[src/rtl/ciclo_temporizador.sv]
// ciclo_temporizador: three-phase timed sequencer with a BCD countdown of the
// remaining seconds per phase, feeding the 7-segment decoder stage directly.
module ciclo_temporizador #(
    parameter int DIV  = 50000000,
    parameter int T1   = 30,
    parameter int T2   = 5,
    parameter int T3   = 25,
    parameter int LOOP = 0
) (
    input  logic       clk,
    input  logic       rst,
    input  logic       start,
    input  logic       pause,
    input  logic       abort,
    output logic [1:0] estado_out,
    output logic [1:0] dez_out,
    output logic [3:0] unid_out,
    output logic       busy,
    output logic       done
);

    localparam int PW = (DIV > 2) ? $clog2(DIV) : 1;
    localparam logic [PW-1:0] PRE_LAST = PW'(DIV - 1);

    localparam logic [1:0] T1_DEZ  = 2'(T1 / 10);
    localparam logic [3:0] T1_UNID = 4'(T1 % 10);
    localparam logic [1:0] T2_DEZ  = 2'(T2 / 10);
    localparam logic [3:0] T2_UNID = 4'(T2 % 10);
    localparam logic [1:0] T3_DEZ  = 2'(T3 / 10);
    localparam logic [3:0] T3_UNID = 4'(T3 % 10);

    typedef enum logic [1:0] {
        S_IDLE = 2'b00,
        S_F1   = 2'b01,
        S_F2   = 2'b10,
        S_F3   = 2'b11
    } estado_t;

    estado_t       estado_q, estado_d;
    logic [1:0]    dez_q, dez_d;
    logic [3:0]    unid_q, unid_d;
    logic [PW-1:0] pre_q, pre_d;
    logic          done_q, done_d;
    logic          tick;
    logic          run;
    logic          last_sec;

    // Next-state logic: abort beats tick, tick beats start.
    always_comb begin
        // NOTE: every variable gets a default first so no path can infer a latch.
        estado_d = estado_q;
        dez_d    = dez_q;
        unid_d   = unid_q;
        pre_d    = pre_q;
        done_d   = 1'b0;

        run      = (estado_q != S_IDLE) && !pause;
        tick     = run && (pre_q == PRE_LAST);
        last_sec = (dez_q == 2'd0) && (unid_q == 4'd1);

        if (abort) begin
            estado_d = S_IDLE;
            dez_d    = 2'd0;
            unid_d   = 4'd0;
            pre_d    = '0;
        end else if (tick) begin
            pre_d = '0;
            if (!last_sec) begin
                if (unid_q != 4'd0) begin
                    unid_d = unid_q - 4'd1;
                end else begin
                    unid_d = 4'd9;
                    dez_d  = dez_q - 2'd1;
                end
            end else begin
                case (estado_q)
                    S_F1: begin
                        estado_d = S_F2;
                        dez_d    = T2_DEZ;
                        unid_d   = T2_UNID;
                    end
                    S_F2: begin
                        estado_d = S_F3;
                        dez_d    = T3_DEZ;
                        unid_d   = T3_UNID;
                    end
                    default: begin
                        done_d = 1'b1;
                        if (LOOP != 0) begin
                            estado_d = S_F1;
                            dez_d    = T1_DEZ;
                            unid_d   = T1_UNID;
                        end else begin
                            estado_d = S_IDLE;
                            dez_d    = 2'd0;
                            unid_d   = 4'd0;
                        end
                    end
                endcase
            end
        end else if (run) begin
            pre_d = pre_q + PW'(1);
        end else if ((estado_q == S_IDLE) && start) begin
            estado_d = S_F1;
            dez_d    = T1_DEZ;
            unid_d   = T1_UNID;
            pre_d    = '0;
        end
    end

    // State, count, prescaler and done registers with asynchronous clear.
    always_ff @(posedge clk or posedge rst) begin
        if (rst) begin
            estado_q <= S_IDLE;
            dez_q    <= 2'd0;
            unid_q   <= 4'd0;
            pre_q    <= '0;
            done_q   <= 1'b0;
        end else begin
            // NOTE: non-blocking assignments so every flop samples pre-edge values.
            estado_q <= estado_d;
            dez_q    <= dez_d;
            unid_q   <= unid_d;
            pre_q    <= pre_d;
            done_q   <= done_d;
        end
    end

    assign estado_out = estado_q;
    assign dez_out    = dez_q;
    assign unid_out   = unid_q;
    assign busy       = (estado_q != S_IDLE);
    assign done       = done_q;

endmodule

[config.mk]
export PLATFORM = sky130hd
export DESIGN_NAME = ciclo_temporizador
export DESIGN_NICKNAME = d
export VERILOG_FILES = /design/src/rtl/ciclo_temporizador.sv
export SDC_FILE = /design/constraint.sdc
export NUM_CORES = 1
export LEC_CHECK = 0
export BUFFER_PORTS_ARGS = -buffer_cell sky130_fd_sc_hd__buf_2
export CORE_MARGIN = 5
export CORE_UTILIZATION = 60
export DETAILED_ROUTE_END_ITERATION = 12
export HOLD_SLACK_MARGIN = 0.03
export PLACE_DENSITY_LB_ADDON = 0.15
export SLEW_MARGIN = 25
export SYNTH_ARGS = -nofsm -noshare
export SYNTH_HDL_FRONTEND = slang
export SYNTH_SLANG_ARGS = --single-unit
[constraint.sdc]
create_clock -name clk -period 2.45 [get_ports clk]
set_clock_uncertainty 0.1 [all_clocks]
set_input_delay 0.3675 -clock clk [delete_from_list [all_inputs] [get_ports clk]]
set_output_delay 0.3675 -clock clk [all_outputs]
set_load 0.01 [all_outputs]
==> key figures, run 1 <==
Floorplan
  • Core area: 0.00336 mm²
  • Row count: 21
  • Die height: 69.1 µm
  • Die ar.: 0.00478 mm²
  • IO Pins: 15
  • Die Width: 69.1 µm
  • Initial cell density of the core: 0.624

Cells and area
  • Share of post-route cells with drive strength above 1: 0.146
  • Layout Nets: 255
  • N_diodes: 0
  • Most common cell after layout, fill and taps aside: dfrtp_1
  • # fillers: 294
  • Layout area overhead: 8.77%
  • Most frequent cells in the layout: 35 x dfrtp_1, 23 x nand2_1, 19 x nand3_1, 14 x a21oi_1, 14 x buf_2

Timing
  • Worst slew pin tran: 796 ps
  • Period minus WS final: 2340 ps
  • Final setup TNS: 0 ps
  • RSZ-0062 raised after global routing: false
  • Hold Vio Cnt, Final: 0
  • Max-slew headroom: 0.464
  • Max Freq: 428 MHz
  • Pins Over Slew Limit: 0
  • Final Setup Violations: 0
  • Final worst path period share: 0.954

Critical path
  • Reg-to-reg endpoint: estado_out[0]
  • CP cell instances: ha_1 > nand4_2 > nor4_4 > nand2_1 > mux2i_1 > o221a_2
  • Worst Path Max Fanout: 6
  • Crit path to: estado_out[0]
  • Setup crit start: pre_q[0]
  • Worst reg2reg startpoint: pre_q[0]
  • Cells on worst reg2reg path: 6
  • Critical Path End Type: flip-flop
  • Crit start category: flip-flop
  • Slack of the worst reg-to-reg path: 110 ps
  • Crit-path slowest cell: nor4_4
  • Type of the worst setup path: reg2reg
  • Worst Path Required: 2600 ps
  • CP max stage delay: 450 ps
  • Crit path DAT: 2490 ps

Synthesis
  • Syn. warnings: 0
  • Mean post-synth cell area: 9.16 µm²
  • Ys async rst share: 1.00
  • Xor and xnor area share after synthesis: 0.00417
  • Share of the synthesized area in the top cell type: 0.417
  • Yosys top cell by area: dfrtp_1
  • Cell count after synthesis: 229
  • Post-synth cell types: 49
  • Syn nets: 238
  • Post-synth top flop: dfrtp_1
  • Largest family of logic cells by synthesized area: simple AND/OR/NAND/NOR gates
  • Synth area leaders: dfrtp_1 42%, nand3_1 4.5%, nand2_1 4.1%
  • Post-synthesis simple-gate area fraction: 0.284
  • Post-synthesis register bit count: 35
  • Post-synthesis cell area: 0.00210 mm²
  • Compound-cell area share of the yosys netlist: 0.187
  • Post-synthesis adder-cell area fraction: 0.0239
  • Sequential area share after synthesis: 0.417
  • Number of synthesized flops with an enable pin: 0
  • Multiplexer area fraction after synthesis: 0.0298

Power
  • Gate power share: 0.102
  • Power Total: 996 µW
  • Switching Power: 266 µW
  • Seq pwr share: 0.590
  • Clock power frac: 0.307
  • Switching share of power: 0.268
  • P_leak: 0.00103 µW
  • Internal power: 729 µW
  • Power Density: 436 mW/mm²
  • Worst vdd ir: 0.348 mV

Drt
  • Detailed Route WL: 4850 µm
  • DR vias/cell: 6.23
  • DR pass1 iterations: 4
  • WL per Instance: 16.6 µm
  • # DRC: 0
  • ANT nets after route: 0
  • Via count: 1826
  • DR iter-0 viols: 216

Clock tree
  • TritonCTS Buffers: 5
  • Clock Latency Late Sink: 350 ps
  • Clk root buf: clkbuf_4
  • Clock transition at path regs: 110 ps
  • CTS tree: yes
  • Number of post-CTS setup repair buffers: 0
  • CTS max path bufs: 2
  • CTS Sinks: 35
  • H-tree depth: 2

GRT
  • Vias in the first global route: 1779
  • Initial antenna violation count: 0
  • All-Layer GR Usage: 0.213
  • Largest net degree at the start of global routing: 36
  • First-pass GRT wire length: 8320 µm
  • Gr ovfl total: 0

Placement
  • Port-buffer cells: 14
  • Hpwl dp: 3440 µm
  • Gpl congestion: 0.848

Status
  • Status: finished, final reports clean

Min path
  • Min-Delay Path Class: in2reg

Job
  • Max-cap violations: 0
state kept, by name, indices dropped and copies added (netlist names):
| register | flops |
|---|---|
| pre_q | 26 |
| estado_out | 2 |
| dez_out | 2 |
| done | 1 |
| unid_out | 4 |
final cells by class:
type,count,area (µm²),share of cell area
clock inverters,1,5.00,0.00219
flip-flops and latches,35,876,0.384
inverters,12,45.0,0.0197
repair buffers,21,138,0.0603
well taps,46,57.6,0.0252
clock buffers,7,45.0,0.0197
multi-input cells,171,1120,0.489
metrics by stage:
stage	utilization	hold slack, ps	instances	setup WS (ps)	cell area [µm²]
6_report	0.679	211	293	114	2280
5_1_grt	0.679	198	293	10.8	2280
4_1_cts	0.679	199	293	74.7	2280
3_5_place_dp	0.661	393	284	100	2220
3_3_place_gp	0.661	379	284	196	2220
2_1_floorplan	-	331	229	218	2100
cell families after synthesis:
kind of cell	after synthesis
DFF	35
xor gates and xnor gates	1
AOI/OAI and AO/OA	58
muxes	6
buffers and inverters	23
adders and majority gates	4
and+or+nand+nor	102
Yosys cell counts (2+ instances only):
cell type,instances
mux2i_1,4
a31oi_1,12
nor4_4,2
mux2_2,2
o21ai_0,8
nand3b_1,4
a41oi_1,3
buf_2,2
o2bb2ai_1,3
nand2_1,23
nand4_1,7
inv_1,12
nor2_1,13
a22o_1,3
o221a_2,2
dfrtp_1,35
clkbuf_2,2
nor2b_1,2
a21o_1,4
or3_1,2
clkbuf_1,2
nor4b_1,2
nand3_1,19
and2_0,2
buf_6,3
a21oi_1,14
ha_1,4
and3_1,4
buf_1,2
and4_1,3
nand2b_1,3
nor3_1,4
o32ai_1,2
nor3b_1,4
nor4_1,2
power by group through the flow:
stage	registers [µW]	logic, µW	clock network, µW
detailed placement	599	99.3	0
CTS	588	102	307
global route	589	113	334
finish	588	102	306
global placement	599	95.2	0
floorplan	600	66.0	0
per-layer routing:
metal	global-route usage	routed length, µm	part of all wire	vias to the layer above
li1	-	-	-	885
met1	0.277	2250	0.46	869
met2	0.343	2300	0.47	58
met3	0.0451	192	0.040	14
met4	0.0889	106	0.022	0
met5	0	0	0	-
timing repair:
| action | in CTS | in global routing |
|---|---|---|
| endpoints found under the setup margin | 0 | 3 |
| gates resized for setup | 0 | 0 |
| hold endpoints to repair | 35 | 0 |
| hold buffers | 1 | 0 |
worst min path at each step:
stage / cells after the start / slack [ps] / start / endpoint
after global routing: 2 / 200 / abort / unid_out[1]
after CTS: 2 / 200 / abort / unid_out[1]
after global placement: 3 / 380 / rst / pre_q[0]
after detailed placement: 3 / 390 / rst / pre_q[0]
final: 2 / 210 / abort / unid_out[1]
after floorplan: 1 / 330 / abort / unid_out[1]
worst max-delay path, delay by kind of cell, from the launching register on:
kind	cells	cell delay, ps
fa+ha+maj	1	270
simple gates	3	950
compound gates	1	280
flops	1	440
mux	1	190
Note: power is estimated with default switching activity, not from simulation.
==> run 2, diff against run 1 <==
--- a/config.mk
+++ b/config.mk
@@ -5,9 +5,10 @@
 export SDC_FILE = /design/constraint.sdc
 export NUM_CORES = 1
 export LEC_CHECK = 0
+export ABC_AREA = 1
 export BUFFER_PORTS_ARGS = -buffer_cell sky130_fd_sc_hd__buf_2
 export CORE_MARGIN = 5
-export CORE_UTILIZATION = 60
+export CORE_UTILIZATION = 61
 export DETAILED_ROUTE_END_ITERATION = 12
 export HOLD_SLACK_MARGIN = 0.03
 export PLACE_DENSITY_LB_ADDON = 0.15
==> key figures, run 2 <==
GRT
  • First-pass GRT wire length: 10600 µm (+28%)
  • Initial antenna violation count: 0 (unchanged)
  • Gr ovfl total: 0 (unchanged)
  • All-Layer GR Usage: 0.257 (+0.0437)
  • Vias in the first global route: 2282 (+28%)
  • Largest net degree at the start of global routing: 36 (unchanged)

Clock tree
  • CTS max path bufs: 2 (unchanged)
  • Clk root buf: clkbuf_8
  • Number of post-CTS setup repair buffers: 0 (unchanged)
  • CTS Hold Buffers Added: 0 (-1)
  • H-tree depth: 2 (unchanged)
  • TritonCTS Buffers: 5 (unchanged)
  • CTS resizes: 0 (unchanged)
  • CTS tree: yes
  • Clock transition at path regs: 80 ps (-30 ps)
  • CTS Sinks: 35 (unchanged)
  • Clock Latency Late Sink: 300 ps (-50 ps)

Drt
  • DR pass1 iterations: 5 (+1)
  • Detailed Route WL: 6290 µm (+30%)
  • ANT nets after route: 0 (unchanged)
  • WL per Instance: 14.4 µm (-13%)
  • DR iter-0 viols: 230 (+6.5%)
  • # DRC: 0 (unchanged)
  • DR vias/cell: 5.58 (-10%)
  • Via count: 2439 (+34%)

Critical path
  • Critical Path End Type: flip-flop
  • Buf/Inv on CP: 4 (+4)
  • Crit start category: flip-flop
  • Critical path depth: 9 (+3)
  • CP max stage delay: 390 ps (-60 ps)
  • Cells on worst reg2reg path: 9 (+3)
  • Crit path DAT: 2070 ps (-420 ps)
  • CP cell instances: inv_1 > ha_1 > inv_2 > nand2_2 > o211ai_1 > clkinv_1 > buf_4 > nand2_1 > o21ai_0
  • Worst Path Max Fanout: 13 (+7)
  • Worst Path Required: 2530 ps (-70 ps)
  • Crit-path slowest cell: dfrtp_1
  • Top delay family on crit path: buffers and inverters
  • Type of the worst setup path: reg2reg

Placement
  • Area post-placement: 0.00259 mm² (+17%)
  • Hpwl dp: 4720 µm (+37%)
  • Gpl congestion: 1.00 (+18%)
  • Port-buffer cells: 14 (unchanged)

Timing
  • Max Freq: 503 MHz (+18%)
  • Max-slew headroom: 0.700 (+0.236)
  • Hold Vio Cnt, Final: 0 (unchanged)
  • RSZ-0062 raised after global routing: false
  • Final Setup Violations: 0 (unchanged)
  • Period minus WS final: 1990 ps (-348 ps)
  • Pins Over Slew Limit: 0 (unchanged)
  • Final worst path period share: 0.811 (-0.142)
  • Final setup TNS: 0 ps (unchanged)
  • Worst slew pin tran: 450 ps (-347 ps)

Synthesis
  • Post-synthesis cell area: 0.00246 mm² (+17%)
  • Post-synth top flop: dfrtp_1
  • Ys async rst share: 1.00 (unchanged)
  • Post-synthesis register bit count: 35 (unchanged)
  • Most frequent cell after synthesis: nand2_1
  • Mean post-synth cell area: 6.71 µm² (-27%)
  • Share of the synthesized area in the top cell type: 0.356 (-0.0617)
  • Yosys top cell by area: dfrtp_1
  • Syn nets: 376 (+58%)
  • Synth area leaders: dfrtp_1 36%, nand2_1 16%, nand3_1 7.9%
  • Number of synthesized flops with an enable pin: 0 (unchanged)
  • Syn. warnings: 0 (unchanged)
  • Synth cell count leaders: 107 x nand2_1, 48 x inv_1, 43 x nor2_1
  • Post-synth cell types: 30 (-39%)
  • Sequential area share after synthesis: 0.356 (-0.0617)
  • Cell count after synthesis: 367 (+60%)

Cells and area
  • N_diodes: 0 (unchanged)
  • Footprint of the multi-input gates: 0.00135 mm² (+21%)
  • Layout Nets: 395 (+55%)
  • Most frequent cells in the layout: 107 x nand2_1, 48 x inv_1, 43 x nor2_1, 39 x nand3_1, 35 x dfrtp_1
  • # fillers: 366 (+24%)
  • Post-layout util: 0.688 (+0.00946)
  • Share of post-route cells with drive strength above 1: 0.129 (-0.0166)
  • Register area: 876 µm² (unchanged)
  • Design Area, Final: 0.00271 mm² (+19%)
  • Layout area overhead: 10.2%
  • Most common cell after layout, fill and taps aside: nand2_1
  • Max FFs per register: 26 (unchanged)
  • Largest Register: pre_q

Power
  • Clock power frac: 0.438 (+0.131)
  • Switching share of power: 0.247 (-0.0206)
  • Power Total: 1260 µW (+26%)
  • Internal power: 948 µW (+30%)
  • P_leak: 0.00134 µW (+31%)
  • Worst vdd ir: 0.390 mV (+12%)
  • Power Density: 464 mW/mm² (+6.3%)
  • Switching Power: 311 µW (+17%)
  • Gate power share: 0.093 (-0.009)
  • Seq pwr share: 0.469 (-0.121)

Job
  • Max-cap violations: 0 (unchanged)

Floorplan
  • Initial cell density of the core: 0.625 (+0.000680)
  • IO Pins: 15 (unchanged)
  • Core area: 0.00394 mm² (+17%)
  • Die Width: 73.5 µm (+6.4%)
  • Die height: 73.5 µm (+6.4%)
  • Die ar.: 0.00541 mm² (+13%)
  • Row count: 23 (+9.5%)

Status
  • Status: finished, final reports clean

Min path
  • Min-Delay Path Class: in2async
-- run 2: cell types whose count changed after synthesis, moves of 6 or more --
cell     delta
nand4_1     +8
inv_1      +36
nand2_2     +6
a31oi_1    -12
nand2_1    +84
a21oi_1    -12
xor2_1      +8
nand3_1    +20
nor2_1     +30
o21ai_0    +10
-- run 2: cell families after synthesis --
logic type | after synthesis | share of synthesized area
buf+inv | 60 | 0.0945
fa+ha+maj | 4 | 0.0203
flops | 35 | 0.356
simple gates | 230 | 0.431
compound gates | 29 | 0.0661
xor+xnor | 9 | 0.0320
-- run 2: layout make-up --
cell class / count / share of cell area
inverters: 54 / 0.0747
clock inverters: 2 / 0.0129
repair buffers: 18 / 0.0369
flip-flops and latches: 35 / 0.323
clock buffers: 6 / 0.0304
well taps: 50 / 0.0231
multi-input cells: 272 / 0.499
-- run 2: layer usage --
layer | GRT usage | up-vias | share of wire
met3 | 0.0451 | 11 | 0.073
met5 | 0 | - | 0
li1 | - | 1209 | -
met2 | 0.389 | 114 | 0.46
met4 | 0.103 | 0 | 0.017
met1 | 0.362 | 1105 | 0.45
-- run 2: power groups by stage --
stage          logic (µW)  registers (µW)  clock network, µW
6_report              117             590                551
4_1_cts               117             590                561
3_3_place_gp          115             601                  0
5_1_grt               132             591                578
2_1_floorplan        74.7             603                  0
3_5_place_dp          117             601                  0
-- run 2: worst min-delay path: cells and delay by family --
| kind | cells | cell delay (ps) |
|---|---|---|
| buf+inv | 3 | 530 |
-- run 2: path summary, 6_finish.rpt --
path	startpoint	endpoint	slack [ps]
min in group clk	abort	pre_q[5]	280
max in group asynchronous	rst	unid_out[3]	1860
hold reg to reg	dez_out[1]	dez_out[1]	400
setup reg to reg	estado_out[1]	pre_q[16]	460
setup / recovery	estado_out[1]	pre_q[16]	460
hold / removal	rst	pre_q[18]	60
-- run 2: through the flow --
stage	setup slack, ps	std cells	hold WS [ps]
after floorplan	627	367	364
after global placement	536	429	385
after detailed placement	477	429	387
after CTS	448	437	76.7
after global routing	291	437	110
final	462	437	61.9
